==> config.mk <==
export PLATFORM = sky130hd
export DESIGN_NAME = eee_msg_reader_flat
export DESIGN_NICKNAME = d
export VERILOG_FILES = /design/src/rtl/eee_imgproc_pkg.sv /design/src/rtl/eee_msg_reader_if.sv /design/src/rtl/eee_msg_reader.sv /design/src/flat_wrapper.sv
export SDC_FILE = /design/constraint.sdc
export NUM_CORES = 1
export LEC_CHECK = 0
export CAP_MARGIN = 30
export CORE_MARGIN = 5
export CORE_UTILIZATION = 52
export DETAILED_ROUTE_END_ITERATION = 8
export GPL_TIMING_DRIVEN = 0
export PLACE_DENSITY = 0.95
export SKIP_CTS_REPAIR_TIMING = 1
export SLEW_MARGIN = 0
export SYNTH_ARGS = -nofsm -noshare
export SYNTH_HDL_FRONTEND = slang
export SYNTH_SLANG_ARGS = --single-unit
==> constraint.sdc <==
create_clock -name clk -period 2.79 [get_ports clk]
set_input_delay 0.4185 -clock clk [delete_from_list [all_inputs] [get_ports clk]]
set_output_delay 0.4185 -clock clk [all_outputs]
set_load 0.1 [all_outputs]
==> src/rtl/eee_imgproc_pkg.sv <==
// Image-processor register map, RBB message layout and the message-reader FSM state type.
// Shared by the hardware message reader and anything else that talks to the processor.
package eee_imgproc_pkg;

    localparam logic [2:0] REG_STATUS = 3'd0;
    localparam logic [2:0] READ_MSG   = 3'd1;
    localparam logic [2:0] READ_ID    = 3'd2;
    localparam logic [2:0] REG_BBCOL  = 3'd3;

    localparam logic [31:0] MSG_ID_RBB = 32'h0052_4242;

    localparam int unsigned FLUSH_BIT = 4;
    localparam int unsigned WORDS_MSB = 15;
    localparam int unsigned WORDS_LSB = 8;

    localparam logic [31:0] FLUSH_WORD = 32'h1 << FLUSH_BIT;

    localparam int unsigned COORD_W = 11;
    localparam int unsigned X_MSB   = 26;
    localparam int unsigned X_LSB   = 16;
    localparam int unsigned Y_MSB   = 10;
    localparam int unsigned Y_LSB   = 0;

    typedef logic [COORD_W-1:0] coord_t;

    typedef enum logic [3:0] {
        StIdle,
        StStatRd,
        StStatWt,
        StIdRd,
        StIdWt,
        StTlRd,
        StTlWt,
        StBrRd,
        StBrWt,
        StPublish,
        StFlushWr
    } rdr_state_e;

    function automatic coord_t coord_x(input logic [31:0] word);
        return word[X_MSB:X_LSB];
    endfunction

    function automatic coord_t coord_y(input logic [31:0] word);
        return word[Y_MSB:Y_LSB];
    endfunction

    function automatic logic [7:0] status_words(input logic [31:0] word);
        return word[WORDS_MSB:WORDS_LSB];
    endfunction

endpackage

==> src/rtl/eee_msg_reader_if.sv <==
// Avalon-MM bus between the message reader (master) and the image processor's register slave.
interface eee_msg_reader_if;

    logic        m_chipselect;
    logic [2:0]  m_address;
    logic        m_read;
    logic        m_write;
    logic [31:0] m_writedata;
    logic [31:0] m_readdata;

    modport master (
        output m_chipselect,
        output m_address,
        output m_read,
        output m_write,
        output m_writedata,
        input  m_readdata
    );

    modport slave (
        input  m_chipselect,
        input  m_address,
        input  m_read,
        input  m_write,
        input  m_writedata,
        output m_readdata
    );

endinterface

==> src/rtl/eee_msg_reader.sv <==
// Hardware drain of the image processor's message FIFO: polls STATUS, reads RBB messages and
// publishes the latest bounding box. Define EEE_MSG_READER_FLUSH_EN to flush the FIFO on a bad ID.
module eee_msg_reader
    import eee_imgproc_pkg::*;
#(
    parameter int unsigned POLL_INTERVAL = 1024,
    parameter logic [31:0] MSG_ID        = MSG_ID_RBB,
    parameter logic [10:0] IMAGE_W       = 11'd640,
    parameter logic [10:0] IMAGE_H       = 11'd480
) (
    input  logic                    clk,
    input  logic                    reset,
    input  logic                    enable,
    eee_msg_reader_if.master        m_bus,
    output logic [10:0]             bb_left,
    output logic [10:0]             bb_top,
    output logic [10:0]             bb_right,
    output logic [10:0]             bb_bottom,
    output logic                    bb_valid,
    output logic                    bb_found,
    output logic [7:0]              err_count,
    output logic                    busy
);

    localparam int unsigned CNT_W = (POLL_INTERVAL > 1) ? $clog2(POLL_INTERVAL) : 1;
    localparam logic [CNT_W-1:0] CNT_LAST = CNT_W'(POLL_INTERVAL - 1);

    rdr_state_e       r_state;
    rdr_state_e       w_state_d;
    logic [CNT_W-1:0] r_cnt;
    logic [CNT_W-1:0] w_cnt_d;

    coord_t           r_x0;
    coord_t           r_y0;
    coord_t           r_bb_left;
    coord_t           r_bb_top;
    coord_t           r_bb_right;
    coord_t           r_bb_bottom;
    logic             r_bb_valid;
    logic             r_bb_found;
    logic [7:0]       r_err;

    logic             w_read;
    logic             w_write;
    logic [2:0]       w_addr;
    logic [31:0]      w_wdata;
    coord_t           w_x;
    coord_t           w_y;
    logic [7:0]       w_words;
    logic             w_id_ok;

    assign w_x     = coord_x(m_bus.m_readdata);
    assign w_y     = coord_y(m_bus.m_readdata);
    assign w_words = status_words(m_bus.m_readdata);
    assign w_id_ok = (m_bus.m_readdata == MSG_ID);

    // Next-state, poll counter and bus strobes; address stays put across each RD/WT pair.
    always_comb begin
        w_state_d = r_state;
        w_cnt_d   = r_cnt;
        w_read    = 1'b0;
        w_write   = 1'b0;
        w_addr    = REG_STATUS;
        w_wdata   = '0;
        unique case (r_state)
            StIdle: begin
                if (!enable) begin
                    w_cnt_d = '0;
                end else if (r_cnt == CNT_LAST) begin
                    w_cnt_d   = '0;
                    w_state_d = StStatRd;
                end else begin
                    w_cnt_d = r_cnt + 1'b1;
                end
            end
            StStatRd: begin
                w_read    = 1'b1;
                w_state_d = StStatWt;
            end
            StStatWt: begin
                if (w_words >= 8'd3) begin
                    w_state_d = StIdRd;
                end else begin
                    w_cnt_d   = '0;
                    w_state_d = StIdle;
                end
            end
            StIdRd: begin
                w_read    = 1'b1;
                w_addr    = READ_MSG;
                w_state_d = StIdWt;
            end
            StIdWt: begin
                w_addr = READ_MSG;
                if (w_id_ok) begin
                    w_state_d = StTlRd;
                end else begin
`ifdef EEE_MSG_READER_FLUSH_EN
                    w_state_d = StFlushWr;
`else
                    // Re-poll; each mismatch consumes one word until alignment recovers.
                    w_state_d = StStatRd;
`endif
                end
            end
            StTlRd: begin
                w_read    = 1'b1;
                w_addr    = READ_MSG;
                w_state_d = StTlWt;
            end
            StTlWt: begin
                w_addr    = READ_MSG;
                w_state_d = StBrRd;
            end
            StBrRd: begin
                w_read    = 1'b1;
                w_addr    = READ_MSG;
                w_state_d = StBrWt;
            end
            StBrWt: begin
                w_addr    = READ_MSG;
                w_state_d = StPublish;
            end
            StPublish: begin
                // Drain any backlog straight away instead of waiting out a poll interval.
                w_state_d = StStatRd;
            end
            StFlushWr: begin
                w_write   = 1'b1;
                w_wdata   = FLUSH_WORD;
                w_cnt_d   = '0;
                w_state_d = StIdle;
            end
            default: begin
                w_state_d = StIdle;
            end
        endcase
    end

    always_ff @(posedge clk) begin
        if (reset) begin
            r_state     <= StIdle;
            r_cnt       <= '0;
            r_x0        <= '0;
            r_y0        <= '0;
            r_bb_left   <= IMAGE_W - 11'd1;
            r_bb_top    <= IMAGE_H - 11'd1;
            r_bb_right  <= '0;
            r_bb_bottom <= '0;
            r_bb_valid  <= 1'b0;
            r_bb_found  <= 1'b0;
            r_err       <= '0;
        end else begin
            r_state    <= w_state_d;
            r_cnt      <= w_cnt_d;
            r_bb_valid <= 1'b0;
            if (r_state == StIdWt && !w_id_ok && r_err != 8'hFF) begin
                r_err <= r_err + 8'd1;
            end
            if (r_state == StTlWt) begin
                r_x0 <= w_x;
                r_y0 <= w_y;
            end
            // The bottom-right word goes straight to the outputs so the new box and its
            // strobe are both visible during PUBLISH.
            if (r_state == StBrWt) begin
                r_bb_left   <= r_x0;
                r_bb_top    <= r_y0;
                r_bb_right  <= w_x;
                r_bb_bottom <= w_y;
                r_bb_found  <= (r_x0 <= w_x) && (r_y0 <= w_y);
                r_bb_valid  <= 1'b1;
            end
        end
    end

    // Strobes are gated by reset so an abort drops them in the same cycle.
    assign m_bus.m_read      = w_read & ~reset;
`ifdef EEE_MSG_READER_FLUSH_EN
    assign m_bus.m_write     = w_write & ~reset;
    assign m_bus.m_writedata = w_wdata;
`else
    assign m_bus.m_write     = 1'b0;
    assign m_bus.m_writedata = (w_write ? w_wdata : 32'h0) & 32'h0;
`endif
    assign m_bus.m_address    = w_addr;
    assign m_bus.m_chipselect = m_bus.m_read | m_bus.m_write;

    assign bb_left   = r_bb_left;
    assign bb_top    = r_bb_top;
    assign bb_right  = r_bb_right;
    assign bb_bottom = r_bb_bottom;
    assign bb_valid  = r_bb_valid;
    assign bb_found  = r_bb_found;
    assign err_count = r_err;
    assign busy      = (r_state != StIdle);

endmodule

==> src/flat_wrapper.sv <==
// flat-port wrapper written by rule: the top's interface ports become plain ports
module eee_msg_reader_flat import eee_imgproc_pkg::*;
#(
    parameter int unsigned POLL_INTERVAL = 1024,
    parameter logic [31:0] MSG_ID        = MSG_ID_RBB,
    parameter logic [10:0] IMAGE_W       = 11'd640,
    parameter logic [10:0] IMAGE_H       = 11'd480
)
  (clk, reset, enable, bb_left, bb_top, bb_right, bb_bottom, bb_valid, bb_found, err_count, busy, m_bus_m_chipselect, m_bus_m_address, m_bus_m_read, m_bus_m_write, m_bus_m_writedata, m_bus_m_readdata);
  eee_msg_reader_if m_bus_i ();
  input  logic clk;
  input  logic reset;
  input  logic enable;
  output logic [10:0] bb_left;
  output logic [10:0] bb_top;
  output logic [10:0] bb_right;
  output logic [10:0] bb_bottom;
  output logic bb_valid;
  output logic bb_found;
  output logic [7:0] err_count;
  output logic busy;
  output wire logic [$bits(m_bus_i.m_chipselect)-1:0] m_bus_m_chipselect;
  output wire logic [$bits(m_bus_i.m_address)-1:0] m_bus_m_address;
  output wire logic [$bits(m_bus_i.m_read)-1:0] m_bus_m_read;
  output wire logic [$bits(m_bus_i.m_write)-1:0] m_bus_m_write;
  output wire logic [$bits(m_bus_i.m_writedata)-1:0] m_bus_m_writedata;
  input wire logic [$bits(m_bus_i.m_readdata)-1:0] m_bus_m_readdata;
  assign m_bus_m_chipselect = m_bus_i.m_chipselect;
  assign m_bus_m_address = m_bus_i.m_address;
  assign m_bus_m_read = m_bus_i.m_read;
  assign m_bus_m_write = m_bus_i.m_write;
  assign m_bus_m_writedata = m_bus_i.m_writedata;
  assign m_bus_i.m_readdata = m_bus_m_readdata;
  eee_msg_reader #(.POLL_INTERVAL(POLL_INTERVAL), .MSG_ID(MSG_ID), .IMAGE_W(IMAGE_W), .IMAGE_H(IMAGE_H)) u_core (.clk(clk), .reset(reset), .enable(enable), .m_bus(m_bus_i), .bb_left(bb_left), .bb_top(bb_top), .bb_right(bb_right), .bb_bottom(bb_bottom), .bb_valid(bb_valid), .bb_found(bb_found), .err_count(err_count), .busy(busy));
endmodule
==> summary.txt <==
Drt
  – Router iterations before antenna repair: 5
  – Routed length per instance: 15.7 µm
  – 1st-iter DRT viols: 306
  – Vias: 4,390
  – Post-route ant nets: 0
  – DR vias/cell: 5.39
  – Drc violations: 0
  – Routed WL: 12.8 mm

Clocking
  – Worst-path clk slew: 0.08 ns
  – CTS Buf Count: 9
  – Root Buffer: clkbuf_8
  – Clk buf depth: 2
  – H-tree lvl count: 3
  – CTS Sinks: 90
  – CTS tree: built
  – Clock latency on the worst-skew pair: 0.36 ns

Setup path
  – Required time of the critical path: 2.37 ns
  – Slowest CP cell: clkdlybuf4s50_1
  – Cells along the critical path: clkdlybuf4s50_1 > clkbuf_1 > clkbuf_2 > nor3_2 > buf_4 > clkbuf_2
  – Critical path class: in -> out
  – Worst setup EP type: primary output
  – CP Launch Type: input port
  – Crit path largest cell delay: 0.52 ns
  – Arrival @ worst endpoint: 2.32 ns
  – Most used cell, CP: clkbuf_2
  – Reg-to-Reg Start: u_core.r_state[3]
  – Crit path max fanout: 10
  – Crit path launch: reset

Synth
  – Instance count of the mapped netlist: 566
  – XOR/XNOR Fraction of Synth Area: 0.0136
  – Largest family of logic cells by synthesized area: simple AND/OR/NAND/NOR gates
  – Synth Area in Simple Gates: 0.265
  – Dominant synthesized flop cell: dfxtp_1
  – Fraction of registers with async set/reset: 0
  – Post-Synth Adder-Cell Area: 0.0668
  – Seq cells post-synth: 90
  – Compound-Gate Fraction of Synth Area: 0.136
  – Post-synthesis mux area share: 0.00473
  – Post-synth EDFFs: 0
  – Netlist cell types: 51
  – Register area share after synthesis: 0.401
  – Post-Syn Area: 4490 µm²
  – Avg Cell Area, Syn: 7.94 µm²
  – Synth Warn #: 0

GRT
  – Tot GR Track Use: 0.242
  – Vias in the first global route: 4,304
  – Largest net degree at the start of global routing: 14
  – First-pass GRT wire length: 20.1 mm
  – Initial antenna violation count: 0
  – Overflow after GRT: 0

Finish
  – Layout cells sized above 1: 0.115
  – Diode count: 0
  – Nets: 762
  – Fill cells: 641
  – Area Overhead vs Synth: 31.1%
  – Final Core Density: 0.689
  – Final Non-Filler Cells: 814

Timing
  – Final setup viols: 0
  – Pins Over Slew Limit: 0
  – Final hold violations: 0
  – Normalized max-slew margin: 0.316
  – Final Skew: 0.00497 ns
  – Fin crit share: 0.981
  – RSZ-0062 raised after global routing: true
  – Worst-margin pin slew: 1.02 ns
  – Final Worst Setup Slack: 0.0518 ns
  – FMAX: 365 MHz
  – Crit path time final: 2.74 ns
  – Hold Slack: 0.460 ns

Placement
  – Post-Place Cells: 800
  – Post-DP HPWL: 9.66 mm
  – Count of input and output buffers: 92
  – DP Worst Slack: -0.656 ns
  – RePlAce Congestion: 0.901

Die
  – Die Ht: 103 µm
  – # IOs: 128
  – Core area: 8550 µm²
  – Die area: 10,600 µm²
  – Initial Utilization: 0.526
  – Row cnt: 34
  – Die W: 103 µm

Pwr
  – Power per cell area: 447 nW/µm²
  – Switching Fraction: 0.277
  – Internal Power: 1.90 mW
  – Static Leak: 2.38 nW
  – Tot Pwr: 2.64 mW
  – Comb pwr share: 0.149
  – Peak supply drop: 268 µV
  – Seq pwr share: 0.488
  – Clock power share: 0.363
  – Switching Power: 731 µW

Job
  – Max Cap Viol: 0

Outcome
  – Status: finished clean

Worst hold path
  – Worst min-delay path class: reg -> reg
  – Hold_sp: u_core.bb_bottom[5]
==> final cells by class <==
cell class                 instances  area, µm²  share of cell area
clock buffer                      11        141              0.0240
buffer                            66        407              0.0690
tap                              108        135              0.0229
clock inverter                     3       65.1              0.0110
sequential                        90       1800               0.306
inverter                          27        101              0.0172
timing repair buffer              92        915               0.155
multi-input combinational        417       2320               0.395
==> metrics by stage <==
| stage | cell area (µm²) | setup TNS (ns) |
|---|---|---|
| after CTS | 5890 | -2.15 |
| final | 5890 | 0 |
| after floorplan | 4630 | -0.0829 |
| after global placement | 5680 | -1.54 |
| after global routing | 5890 | -0.0101 |
| after detailed placement | 5680 | -1.66 |
==> placed cells by master, fill, tap and decap left out, drive strengths merged, types with 12 or more instances in the layout <==
| cell type | n |
|---|---|
| a21oi | 71 |
| buf | 48 |
| clkbuf | 32 |
| clkdlybuf4s50 | 88 |
| conb | 35 |
| dfxtp | 90 |
| ha | 24 |
| inv | 27 |
| nand2 | 143 |
| nand3 | 12 |
| nand3b | 21 |
| nor2 | 21 |
| o21ai | 14 |
==> metal layers <==
metal  routed length (µm)  vias to the layer above  GRT usage
li1                     -                     2112          -
met1                 4970                     2033      0.278
met2                 6250                      202      0.417
met3                 1010                       43     0.0453
met4                  527                        0      0.139
met5                    0                        -          0
==> worst max-delay path: cells and delay by family <==
family	cells	cell delay [ns]
simple gates	1	0.09
buf+inv	5	1.80
==> flip-flops by register name, summed over array words and instances (netlist names) <==
register	flops
u_core.bb_left	11
u_core.bb_right	11
u_core.bb_valid	1
u_core.bb_top	11
u_core.r_x0	11
u_core.r_cnt	10
u_core.err_count	8
u_core.bb_bottom	11
u_core.r_state	4
u_core.bb_found	1
u_core.r_y0	11
==> path summary, 6_finish.rpt <==
path / to / slack (ns) / depth (start not counted)
setup / recovery: m_bus_m_read / 0.05 / 6
hold / removal: u_core.bb_bottom[5] / 0.46 / 2
hold reg to reg: u_core.bb_bottom[5] / 0.46 / 2
setup reg to reg: u_core.r_cnt[4] / 0.76 / 7
==> cells by family (layout without fill, tap and decap cells) <==
family          Yosys count  in the layout
simple gates            244            244
compound gates          105            105
xor+xnor                  7              7
buf+inv                  93            199
mux                       2              2
fa+ha+maj                24             24
other cells               1             35
flops                    90             90
==> power by group through the flow <==
stage	registers, mW	clock network (mW)	logic [mW]
global route	1.29	1.02	0.410
floorplan	1.32	0	0.297
CTS	1.29	0.964	0.387
finish	1.29	0.957	0.393
detailed placement	1.32	0	0.386
global placement	1.32	0	0.380
==> Yosys cell counts, types with 7 or more instances <==
library cell  number  area (µm²)
o21ai_0           12        60.1
nor2_1            21        78.8
buf_2              8        40.0
a21oi_1           71         355
nand2_1          143         537
nand3b_1          21         158
clkbuf_1          19        71.3
dfxtp_1           90        1800
o31ai_1            7        52.6
nand3_1           12        60.1
inv_1             27         101
ha_1              24         300
buf_4             37         278
Power figures use the tool's default switching activity.
